`src/rtl/rr_resource_arbiter.sv`:
```
// Round-robin arbiter for one shared resource.
// Grants are one-hot and registered, each grant has a hold limit, and a forced
// one-cycle gap separates consecutive grants so shared nets can settle before
// the next owner drives them.
module rr_resource_arbiter #(
    parameter  int N        = 4,
    parameter  int MAX_HOLD = 15,
    localparam int IW       = (N > 1) ? $clog2(N) : 1,
    localparam int HW       = $clog2(MAX_HOLD + 1)
) (
    input  logic          C,
    input  logic          R,
    input  logic [N-1:0]  req,
    output logic [N-1:0]  gnt,
    output logic [IW-1:0] gnt_id,
    output logic          busy,
    output logic          timeout
);

    typedef enum logic [1:0] {
        ST_IDLE  = 2'd0,
        ST_GRANT = 2'd1,
        ST_GAP   = 2'd2
    } state_t;

    state_t          state_r;
    state_t          state_s;
    logic [N-1:0]    gnt_r;
    logic [N-1:0]    gnt_s;
    logic [IW-1:0]   gnt_id_r;
    logic [IW-1:0]   gnt_id_s;
    logic [IW-1:0]   ptr_r;
    logic [IW-1:0]   ptr_s;
    logic [HW-1:0]   hold_cnt_r;
    logic [HW-1:0]   hold_cnt_s;
    logic            busy_r;
    logic            timeout_r;
    logic            timeout_s;
    logic            found_s;
    logic [IW-1:0]   sel_s;

    // Index 'base + off' reduced modulo N (off is always < N).
    function automatic logic [IW-1:0] rot_idx(input logic [IW-1:0] base, input int off);
        int t;
        t = int'(base) + off;
        if (t >= N) begin
            t = t - N;
        end else begin
            t = t;
        end
        return IW'(t);
    endfunction

    // One-hot vector with only bit 'idx' set.
    function automatic logic [N-1:0] onehot(input logic [IW-1:0] idx);
        logic [N-1:0] v;
        v = {N{1'b0}};
        v[idx] = 1'b1;
        return v;
    endfunction

    // Pick the first active requester at or after the priority pointer.
    always_comb begin
        found_s = 1'b0;
        sel_s   = {IW{1'b0}};
        for (int i = 0; i < N; i++) begin
            if (!found_s && req[rot_idx(ptr_r, i)]) begin
                found_s = 1'b1;
                sel_s   = rot_idx(ptr_r, i);
            end else begin
                found_s = found_s;
            end
        end
    end

    // Next-state and next-output logic for the grant/gap/hold-limit sequencer.
    always_comb begin
        state_s    = state_r;
        gnt_s      = gnt_r;
        gnt_id_s   = gnt_id_r;
        ptr_s      = ptr_r;
        hold_cnt_s = hold_cnt_r;
        timeout_s  = 1'b0;
        case (state_r)
            ST_IDLE, ST_GAP: begin
                if (found_s) begin
                    gnt_s      = onehot(sel_s);
                    gnt_id_s   = sel_s;
                    hold_cnt_s = HW'(1);
                    state_s    = ST_GRANT;
                end else begin
                    gnt_s   = {N{1'b0}};
                    state_s = ST_IDLE;
                end
            end
            ST_GRANT: begin
                // A dropped request wins over the hold limit: that is a normal release.
                if (!req[gnt_id_r]) begin
                    gnt_s   = {N{1'b0}};
                    ptr_s   = rot_idx(gnt_id_r, 1);
                    state_s = ST_GAP;
                end else if (hold_cnt_r == HW'(MAX_HOLD)) begin
                    gnt_s     = {N{1'b0}};
                    ptr_s     = rot_idx(gnt_id_r, 1);
                    state_s   = ST_GAP;
                    timeout_s = 1'b1;
                end else begin
                    hold_cnt_s = hold_cnt_r + HW'(1);
                end
            end
            default: begin
                gnt_s   = {N{1'b0}};
                state_s = ST_IDLE;
            end
        endcase
    end

    // State and output registers; reset drops any grant immediately.
    always_ff @(posedge C or negedge R) begin
        if (!R) begin
            state_r    <= ST_IDLE;
            gnt_r      <= {N{1'b0}};
            gnt_id_r   <= {IW{1'b0}};
            ptr_r      <= {IW{1'b0}};
            hold_cnt_r <= {HW{1'b0}};
            busy_r     <= 1'b0;
            timeout_r  <= 1'b0;
        end else begin
            state_r    <= state_s;
            gnt_r      <= gnt_s;
            gnt_id_r   <= gnt_id_s;
            ptr_r      <= ptr_s;
            hold_cnt_r <= hold_cnt_s;
            busy_r     <= |gnt_s;
            timeout_r  <= timeout_s;
        end
    end

    assign gnt     = gnt_r;
    assign gnt_id  = gnt_id_r;
    assign busy    = busy_r;
    assign timeout = timeout_r;

endmodule

```
`config.mk`:
```
export PLATFORM = sky130hd
export DESIGN_NAME = rr_resource_arbiter
export DESIGN_NICKNAME = d
export VERILOG_FILES = /design/src/rtl/rr_resource_arbiter.sv
export SDC_FILE = /design/constraint.sdc
export NUM_CORES = 1
export LEC_CHECK = 0
export ABC_CLOCK_PERIOD_IN_PS = 2100
export CAP_MARGIN = 5
export CORE_AREA = 5 5 46 48
export DETAILED_ROUTE_END_ITERATION = 10
export DIE_AREA = 0 0 51 53
export PLACE_DENSITY = 0.75
export SETUP_SLACK_MARGIN = 0.4
export SYNTH_ARGS = -nofsm -noshare
export SYNTH_HDL_FRONTEND = slang
export SYNTH_SLANG_ARGS = --single-unit
```
`constraint.sdc`:
```
create_clock -name C -period 2.1 [get_ports C]
set_input_delay 0.525 -clock C [delete_from_list [all_inputs] [get_ports C]]
set_output_delay 0.525 -clock C [all_outputs]
set_load 0.02 [all_outputs]
```
==> results of run 1 <==
[cells by family after synthesis]
kind of cell    share of synthesized area [%]
compound gates                          15.77
xor+xnor                                1.175
fa+ha+maj                               1.678
buf+inv                                 3.020
flops                                   53.69
mux                                     8.725
simple gates                            15.94
[state kept, by name, summed over array words and instances, names as in the netlist]
name	cells
ptr_r	2
timeout	1
busy	1
gnt_id	2
state_r	2
hold_cnt_r	4
gnt	4
[metal layers]
metal,part of all wire [%],wire [um]
met1,42,627
met2,53,791
met3,4.2,63
met4,0.40,6
met5,0,0
[timing repair]
action                     CTS  global route
gates resized for setup     12             0
setup buffers                0             0
setup endpoints to repair   21             0
[cells in the mapped netlist]
cell / count
a21boi_0: 1
a21boi_1: 1
a21o_1: 2
a21oi_1: 5
a22o_1: 1
a32o_1: 1
and3_4: 1
buf_6: 1
clkbuf_1: 1
dfrtp_1: 16
ha_1: 1
inv_1: 2
mux2_2: 2
mux2i_1: 2
mux4_2: 1
nand2_1: 9
nand2b_1: 1
nand3_1: 2
nand4_1: 1
nor2_1: 5
nor2b_1: 1
nor3_1: 1
nor4_1: 1
o21ai_0: 2
o221ai_1: 1
o22a_1: 1
o31ai_1: 1
o41ai_1: 1
or2_2: 1
or3b_2: 1
xnor2_1: 1
[through the flow]
stage,util (%),TNS (ps)
finish,57.30,0
CTS,57.30,0
global route,57.30,0
floorplan,-,0
global placement,55.58,0
detailed placement,55.58,-59.03
[how the worst max path moves through the flow]
stage	endpoint	slack [ps]	start	depth (start not counted)
2_1_floorplan	gnt[3]$_DFF_PN0_	460	req[3]	4
3_3_place_gp	hold_cnt_r[3]$_DFFE_PN0P_	5	req[0]	5
3_5_place_dp	hold_cnt_r[3]$_DFFE_PN0P_	-30	req[0]	5
4_1_cts	hold_cnt_r[3]$_DFFE_PN0P_	490	req[0]	5
5_1_grt	hold_cnt_r[0]$_DFFE_PN0P_	430	req[0]	5
6_report	hold_cnt_r[3]$_DFFE_PN0P_	490	req[0]	5
[power by group]
| part | internal (mW) | total [mW] | switching, mW | leakage, nW |
|---|---|---|---|---|
| clock network | 0.106 | 0.197 | 0.0918 | 0.0210 |
| registers | 0.430 | 0.539 | 0.110 | 0.200 |
| logic | 0.286 | 0.606 | 0.319 | 0.251 |
[critical path, delay by kind of cell]
| kind | cells | cell delay, ps |
|---|---|---|
| muxes | 2 | 680 |
| and+or+nand+nor | 2 | 320 |
| buffers and inverters | 1 | 290 |
[area by class of cell]
cell class                 count  area share, %
sequential                    16          41.96
tap                           17          2.222
multi-input combinational     49          34.51
timing repair buffer          19          16.73
inverter                       2         0.7843
clock buffer                   4          3.791
==> out/metrics.cfg, run 1 <==
[floorplan]
coreArea_mm2 = 0.001670
row_count = 15
die_w_um = 51
num_io_pins = 14
dieArea_mm2 = 0.002703
start_util_pct = 44.64
dieHeight_um = 53

[grt]
grtUsageTotal_pct = 12.67
grt_max_degree = 17
grt_util_met2_pct = 22.53
gr-total-overflow = 0
grtUsageMet1_pct = 14.56
busiest_layer = met2
grt_pass1_wl_um = 2559
grtUsageMet3_pct = 5.352
grt_pass1_vias = 593
antenna_found_initial = 0

[cells_and_area]
layout_common_cells = 15 x dfrtp_1, 12 x dlygate4sd2_1, 9 x nand2_1, 6 x buf_4
multi_input_area_um2 = 330.3
fin_nets = 98
stdcell_count = 107
drive_gt1_share_pct = 20.00
syn_to_final_growth_pct = 28.36
diodes = 0
stdcell_area_um2 = 957.2
fill_cells = 146
seqCellArea_um2 = 401.6
final_common_cell = dfrtp_1

[place]
io_buffers = 13
dpl-instance-area_um2 = 928.4
dpl_worst_slack_ps = -29.83
place.gp.congestion = 0.7527
hpwl_um = 1118
dp.cells = 102

[drt]
avgViaCountPerCell = 5.561
vias = 595
ant_nets = 0
wirelength_um = 1488
drtPass1Iterations = 4
drc = 0
drt_iter0_markers = 7
wl_per_cell_um = 13.91

[power_and_ir_drop]
leakagePower_nw = 0.4721
ir_drop_v = 0.0007602
power.density_mw_per_mm2 = 1403
fin_total_pwr_mw = 1.343

[setup_path]
worstRegToRegCells = 4
cp_cell_sequence = dlygate4sd2_1, mux4_2, and3_4, nand4_1, mux2i_1
critPathArrivalTime_ps = 1830
crit_fanout = 6
r2r_end = hold_cnt_r[3]$_DFFE_PN0P_
crit_slowest_cell = mux4_2
r2r_slack_ps = 550
max_stage_delay_ps = 510
crit_path_end_kind = flop
worstSetupPathType = in2reg
cp-start-kind = primary input
required_ps = 2310
rr_startpoint = gnt_id[0]$_DFFE_PN0P_

[synthesis]
synth_area_um2 = 745.7
syn_area_per_cell_um2 = 10.97
synth_nets = 75
yosysWarnings = 0
syn_inst = 68
synth-seq-cells = 16
synth_top_area_share_pct = 53.69
seq_area_frac_synth_pct = 53.69
yosysUniqueCellTypes = 31
synth_area_leaders = dfrtp_1 54%, nand2_1 4.5%, a21oi_1 3.4%, mux2_2 3.0%, mux4_2 3.0%
synth_top_cell_by_area = dfrtp_1

[clock_tree]
cts_buffer_depth = 2
path_clk_slew_ps = 80
htree_num_levels = 1
cts_buffers = 3
cts_hold_buffers = 0
clock_latency_ps = 280
tritoncts = yes
root_buffer = clkbuf_4
cts_sinks = 16

[timing]
min_period_ps = 1614
hold_viol = 0
setup_viol_count_final = 0
tightest_slew_ps = 341.5
max_freq_mhz = 619.4
rsz0062_at_grt = false
setup_slack_ps = 485.6
min_period_over_period_pct = 76.88
finalClockSkew_ps = 3.577
max-slew-margin-rel_pct = 77.02
report.final.slew_viol_count = 0
fin_hold_ws_ps = 490.4

[min_path]
holdPathEnd = hold_cnt_r[3]$_DFFE_PN0P_
hold-path-cell-count = 1
hold_path.class = reg2reg
min-delay-start = hold_cnt_r[3]$_DFFE_PN0P_

[run_status]
status = finished clean

[job]
max_cap_viol_count = 0

Note: power is estimated with default switching activity, not from simulation.
==> inputs of run 2 (changes only) <==
- ABC_CLOCK_PERIOD_IN_PS: 2100 -> 1600
- clock period: 2.1 -> 1.6 ns (I/O delays scaled with it)
==> run 2 against run 1 <==
Power up 63%. Combinational power up 100%. Worst hold slack worse by 68 ps. Sequential share of layout area down 6.8 points. Sequential power up 33%.
==> out/metrics.cfg, run 2 (synthesis gave the netlist of run 1 again) <==
[run_status]
status = finished clean

[clock_tree]
cts_buffers = 3  ; unchanged
cts_buffer_depth = 2  ; unchanged
clock_latency_ps = 280  ; about the same
path_clk_slew_ps = 90  ; about the same
root_buffer = clkbuf_4
tritoncts = yes
cts_sinks = 16  ; unchanged
htree_num_levels = 1  ; unchanged
cts_hold_buffers = 0  ; unchanged

[timing]
rsz0062_at_grt = true
finalClockSkew_ps = 0.9492  ; -2.627 ps
report.final.slew_viol_count = 0  ; unchanged
max-slew-margin-rel_pct = 66.80  ; -10 points
fin_hold_ws_ps = 422.7  ; -67.69 ps
min_period_ps = 1523
hold_viol = 0  ; unchanged
max_freq_mhz = 656.4
min_period_over_period_pct = 95.21
tightest_slew_ps = 491.6  ; +150.0 ps
setup_tns_ps = 0  ; unchanged
setup_viol_count_final = 0  ; unchanged

[floorplan]
row_count = 15  ; unchanged
start_util_pct = 44.64  ; unchanged
die_w_um = 51  ; unchanged
dieArea_mm2 = 0.002703  ; unchanged
num_io_pins = 14  ; unchanged
coreArea_mm2 = 0.001670  ; unchanged
dieHeight_um = 53  ; unchanged

[place]
dpl-instance-area_um2 = 970.9  ; +4.6%
io_buffers = 13  ; unchanged
place.gp.congestion = 0.7514  ; -0.17%
hpwl_um = 1160  ; +3.7%

[grt]
grt_pass1_wl_um = 3208  ; +25%
antenna_found_initial = 0  ; unchanged
grtUsageTotal_pct = 16.09  ; +3.4 points
grt_max_degree = 17  ; unchanged
gr-total-overflow = 0  ; unchanged
grt_pass1_vias = 675  ; +14%

[setup_path]
critPathArrivalTime_ps = 1680  ; -150 ps
cp_cell_sequence = mux4_2, and3_4, o41ai_1, nand2_1
worstSetupPathType = reg2reg
crit_path_end_kind = flop
required_ps = 1750  ; -560 ps
crit_slowest_cell = mux4_2
cp-start-kind = flop
crit_fanout = 6  ; unchanged
max_stage_delay_ps = 540  ; +30 ps

[cells_and_area]
syn_to_final_growth_pct = 53.02
drive_gt1_share_pct = 46.60  ; +27 points
layout_common_cells = 17 x buf_4, 15 x dfrtp_1, 10 x buf_6, 9 x nand2_1, 5 x a21oi_1
diodes = 0  ; unchanged
stdcell_area_mm2 = 0.001141  ; +19%
fin_nets = 111  ; +13%
utilization_pct = 68.31  ; +11 points
final_common_cell = buf_4

[job]
max_cap_viol_count = 0  ; unchanged

[drt]
vias = 661  ; +11%
drc = 0  ; unchanged
avgViaCountPerCell = 5.508  ; -0.94%
drtPass1Iterations = 4  ; unchanged
drt_iter0_markers = 8  ; +1
wl_per_cell_um = 15.61  ; +12%
wirelength_um = 1873  ; +26%
ant_nets = 0  ; unchanged

[power_and_ir_drop]
ir_drop_v = 0.001143  ; +50%
power.density_mw_per_mm2 = 1917  ; +37%
fin_total_pwr_mw = 2.188  ; +63%
leakagePower_nw = 0.5510  ; +17%

[min_path]
hold_path.class = in2async

## run 2: path summary, 6_finish.rpt
check	startpoint	depth (start not counted)	to	slack, ps
min	R	2	timeout$_DFF_PN0_	420
min in group C	hold_cnt_r[3]$_DFFE_PN0P_	1	hold_cnt_r[3]$_DFFE_PN0P_	500
max	gnt_id[0]$_DFFE_PN0P_	4	busy$_DFF_PN0_	80
max reg2reg	gnt_id[0]$_DFFE_PN0P_	4	busy$_DFF_PN0_	80
max in group asynchronous	R	2	gnt_id[0]$_DFFE_PN0P_	980
min reg2reg	hold_cnt_r[3]$_DFFE_PN0P_	1	hold_cnt_r[3]$_DFFE_PN0P_	500
## run 2: routing by layer
| metal | up-vias | part of all wire (%) | GRT usage, % |
|---|---|---|---|
| met3 | 2 | 4.0 | 5.352 |
| met1 | 322 | 40 | 19.40 |
| met5 | - | 0 | 0 |
| li1 | 321 | - | - |
| met4 | 0 | 0.64 | 1.345 |
| met2 | 16 | 55 | 28.76 |
## run 2: worst max-delay path: cells and delay by family (launching register included)
kind	cells	cell delay, ps
DFF	1	390
AOI/OAI and AO/OA	1	100
and+or+nand+nor	2	360
muxes	1	540
## run 2: final cells by class
type,count,area (um^2)
Inverter,2,7.507
Tap cell,17,21.27
Multi-Input combinational cell,49,391.6
Clock buffer,4,36.28
Fill cell,131,529.3
Sequential cell,16,401.6
Timing Repair Buffer,32,282.8
## run 2: report_power, final
part	leakage, nW	internal [mW]	total, mW	switching [mW]
combinational	0.330	0.658	1.21	0.548
sequential	0.200	0.564	0.716	0.152
clock	0.0210	0.139	0.266	0.127
## run 2: what timing repair did
action | in CTS | in global routing
resized for setup | 55 | 11
pin swaps | 7 | 2
cloned | 1 | 0
endpoints found under the hold margin | 0 | 0
setup endpoints to repair | 24 | 24
buffers inserted | 9 | 3
## run 2: stage by stage
stage | instances | worst slack [ps]
CTS | 117 | 70.41
floorplan | 68 | -8.950
finish | 120 | 76.57
global route | 120 | 11.66
detailed placement | 103 | -391.0
global placement | 103 | -337.7
==> inputs of run 3 (changes only) <==
- SETUP_SLACK_MARGIN: 0.4 -> 0.2
==> run 3 against run 2 <==
Power shrank 7.3%. Core utilization shrank 5.1 points. Sequential power decreased by 2%. Clock skew down 0.67 ps. Critical endpoint is now hold_cnt_r[0]$_DFFE_PN0P_. Highest routed layer unchanged.
==> out/metrics.cfg, run 3 (synthesis gave the netlist of run 1 again) <==
[run_status]
status = finished clean

[floorplan]
start_util_pct = 44.64  ; unchanged
dieHeight_um = 53  ; unchanged
die_w_um = 51  ; unchanged
row_count = 15  ; unchanged
num_io_pins = 14  ; unchanged
coreArea_mm2 = 0.001670  ; unchanged
dieArea_mm2 = 0.002703  ; unchanged

[clock_tree]
cts_buffers = 3  ; unchanged
cts_buffer_depth = 2  ; unchanged
clock_latency_ps = 290  ; about the same
path_clk_slew_ps = 90  ; about the same
cts_sinks = 16  ; unchanged
htree_num_levels = 1  ; unchanged
cts_hold_buffers = 0  ; unchanged
root_buffer = clkbuf_4
tritoncts = yes

[setup_path]
worstSetupPathType = reg2reg
cp_cell_sequence = mux4_2, and3_4, buf_4, nor3_2, a21oi_1
cp-startpoint = gnt_id[0]$_DFFE_PN0P_
cp-start-kind = flop
rr_startpoint = gnt_id[0]$_DFFE_PN0P_
critPathArrivalTime_ps = 1740  ; +60 ps
crit_slowest_cell = mux4_2
path_delay_family = multiplexers
crit_path_end_kind = flop
cp.buffers_inverters = 1  ; +1
max_stage_delay_ps = 550  ; about the same
required_ps = 1780  ; +30 ps
crit_fanout = 6  ; unchanged

[timing]
tightest_slew_ps = 337.5  ; -154.1 ps
setup_slack_ps = 38.18  ; -38.38 ps
min_period_ps = 1562  ; +38.38 ps
setup_viol_count_final = 0  ; unchanged
min_period_over_period_pct = 97.61  ; +2.4 points
hold_viol = 0  ; unchanged
finalClockSkew_ps = 0.2754  ; -0.6739 ps
fin_hold_ws_ps = 421.7  ; -1.049 ps
max_freq_mhz = 640.3  ; -2.5%
setup_tns_ps = 0  ; unchanged
max-slew-margin-rel_pct = 77.45  ; +11 points
rsz0062_at_grt = true
report.final.slew_viol_count = 0  ; unchanged

[place]
place.gp.congestion = 0.7348  ; -2.2%
hpwl_um = 1203  ; +3.7%
dp.cells = 104  ; +0.97%
io_buffers = 13  ; unchanged
dpl_worst_slack_ps = -457.6  ; -66.65 ps
dpl-instance-area_um2 = 948.4  ; -2.3%

[cells_and_area]
drive_gt1_share_pct = 38.78  ; -7.8 points
fin_nets = 106  ; -4.5%
stdcell_area_mm2 = 0.001056  ; -7.5%
layout_common_cells = 15 x dfrtp_1, 13 x buf_4, 8 x nand2_1, 5 x a21oi_1, 5 x clkbuf_2
diodes = 0  ; unchanged
stdcell_count = 115  ; -4.2%
utilization_pct = 63.22  ; -5.1 points
final_common_cell = dfrtp_1
syn_to_final_growth_pct = 41.61
fill_cells = 138  ; +5.3%
seqCellArea_um2 = 401.6  ; unchanged
multi_input_area_um2 = 377.9  ; -3.5%

[power_and_ir_drop]
p_sw_mw = 0.7901  ; -4.5%
ir_drop_v = 0.001036  ; -9.4%
power.density_mw_per_mm2 = 1922  ; +0.22%
p_int_mw = 1.239  ; -8.9%
fin_total_pwr_mw = 2.029  ; -7.3%
power_frac_seq_pct = 34.6  ; +1.9 points
pwr-share-comb_pct = 52.3  ; -2.8 points
power_frac_clock_pct = 13.0  ; +0.9 points
switching_share_pct = 38.94  ; +1.1 points
leakagePower_nw = 0.5061  ; -8.1%

[job]
max_cap_viol_count = 0  ; unchanged

[min_path]
hold_path.class = in2async

[drt]
avgViaCountPerCell = 5.652  ; +2.6%
ant_nets = 0  ; unchanged
drtPass1Iterations = 4  ; unchanged
wl_per_cell_um = 15.38  ; -1.4%
drt_iter0_markers = 11  ; +3
vias = 650  ; -1.7%
wirelength_um = 1769  ; -5.6%
drc = 0  ; unchanged

[grt]
antenna_found_initial = 0  ; unchanged
grtUsageTotal_pct = 15.76  ; -0.33 points
grt_pass1_wl_um = 3042  ; -5.2%
grt_max_degree = 17  ; unchanged
grt_pass1_vias = 689  ; +2.1%
gr-total-overflow = 0  ; unchanged

## run 3: power by group through the flow
stage	combinational, mW	clock (mW)	sequential (mW)
2_1_floorplan	0.463	0	0.789
3_3_place_gp	0.848	0	0.716
3_5_place_dp	0.870	0	0.725
4_1_cts	1.02	0.272	0.696
5_1_grt	1.15	0.295	0.726
6_report	1.06	0.265	0.703
## run 3: area by class of cell
cell class / count / share of cell area (%)
Tap cell: 17 / 2.014
Inverter: 2 / 0.7109
Sequential cell: 16 / 38.03
Multi-Input combinational cell: 49 / 35.78
Timing Repair Buffer: 27 / 20.02
Clock buffer: 4 / 3.436
## run 3: worst register-to-register path: stages (launching register included)
cell and delay [ps]:
dfrtp_2 390, mux4_2 550, and3_4 230, buf_4 130
nor3_2 90, a21oi_1 50
## run 3: timing repair
action / CTS / global route
resized for setup: 26 / 16
setup endpoints to repair: 23 / 22
pin swaps: 3 / 2
buffers inserted: 6 / 0
cloned: 1 / 0
## run 3: per-layer routing
metal	share of wire [%]	up-vias	GRT usage (%)
li1	-	308	-
met1	38	321	15.96
met2	54	15	27.47
met3	4.6	6	6.479
met4	2.6	0	8.520
met5	0	-	0
## run 3: worst paths after layout
kind	cells past startpoint	slack (ps)	to
worst max-delay path	5	40	hold_cnt_r[0]$_DFFE_PN0P_
worst min-delay path	2	420	state_r[1]$_DFFE_PN0P_
worst max register to register	5	40	hold_cnt_r[0]$_DFFE_PN0P_
worst min register to register	1	520	hold_cnt_r[2]$_DFFE_PN0P_
max in group asynchronous	2	990	gnt_id[0]$_DFFE_PN0P_
min in group C	1	520	hold_cnt_r[2]$_DFFE_PN0P_
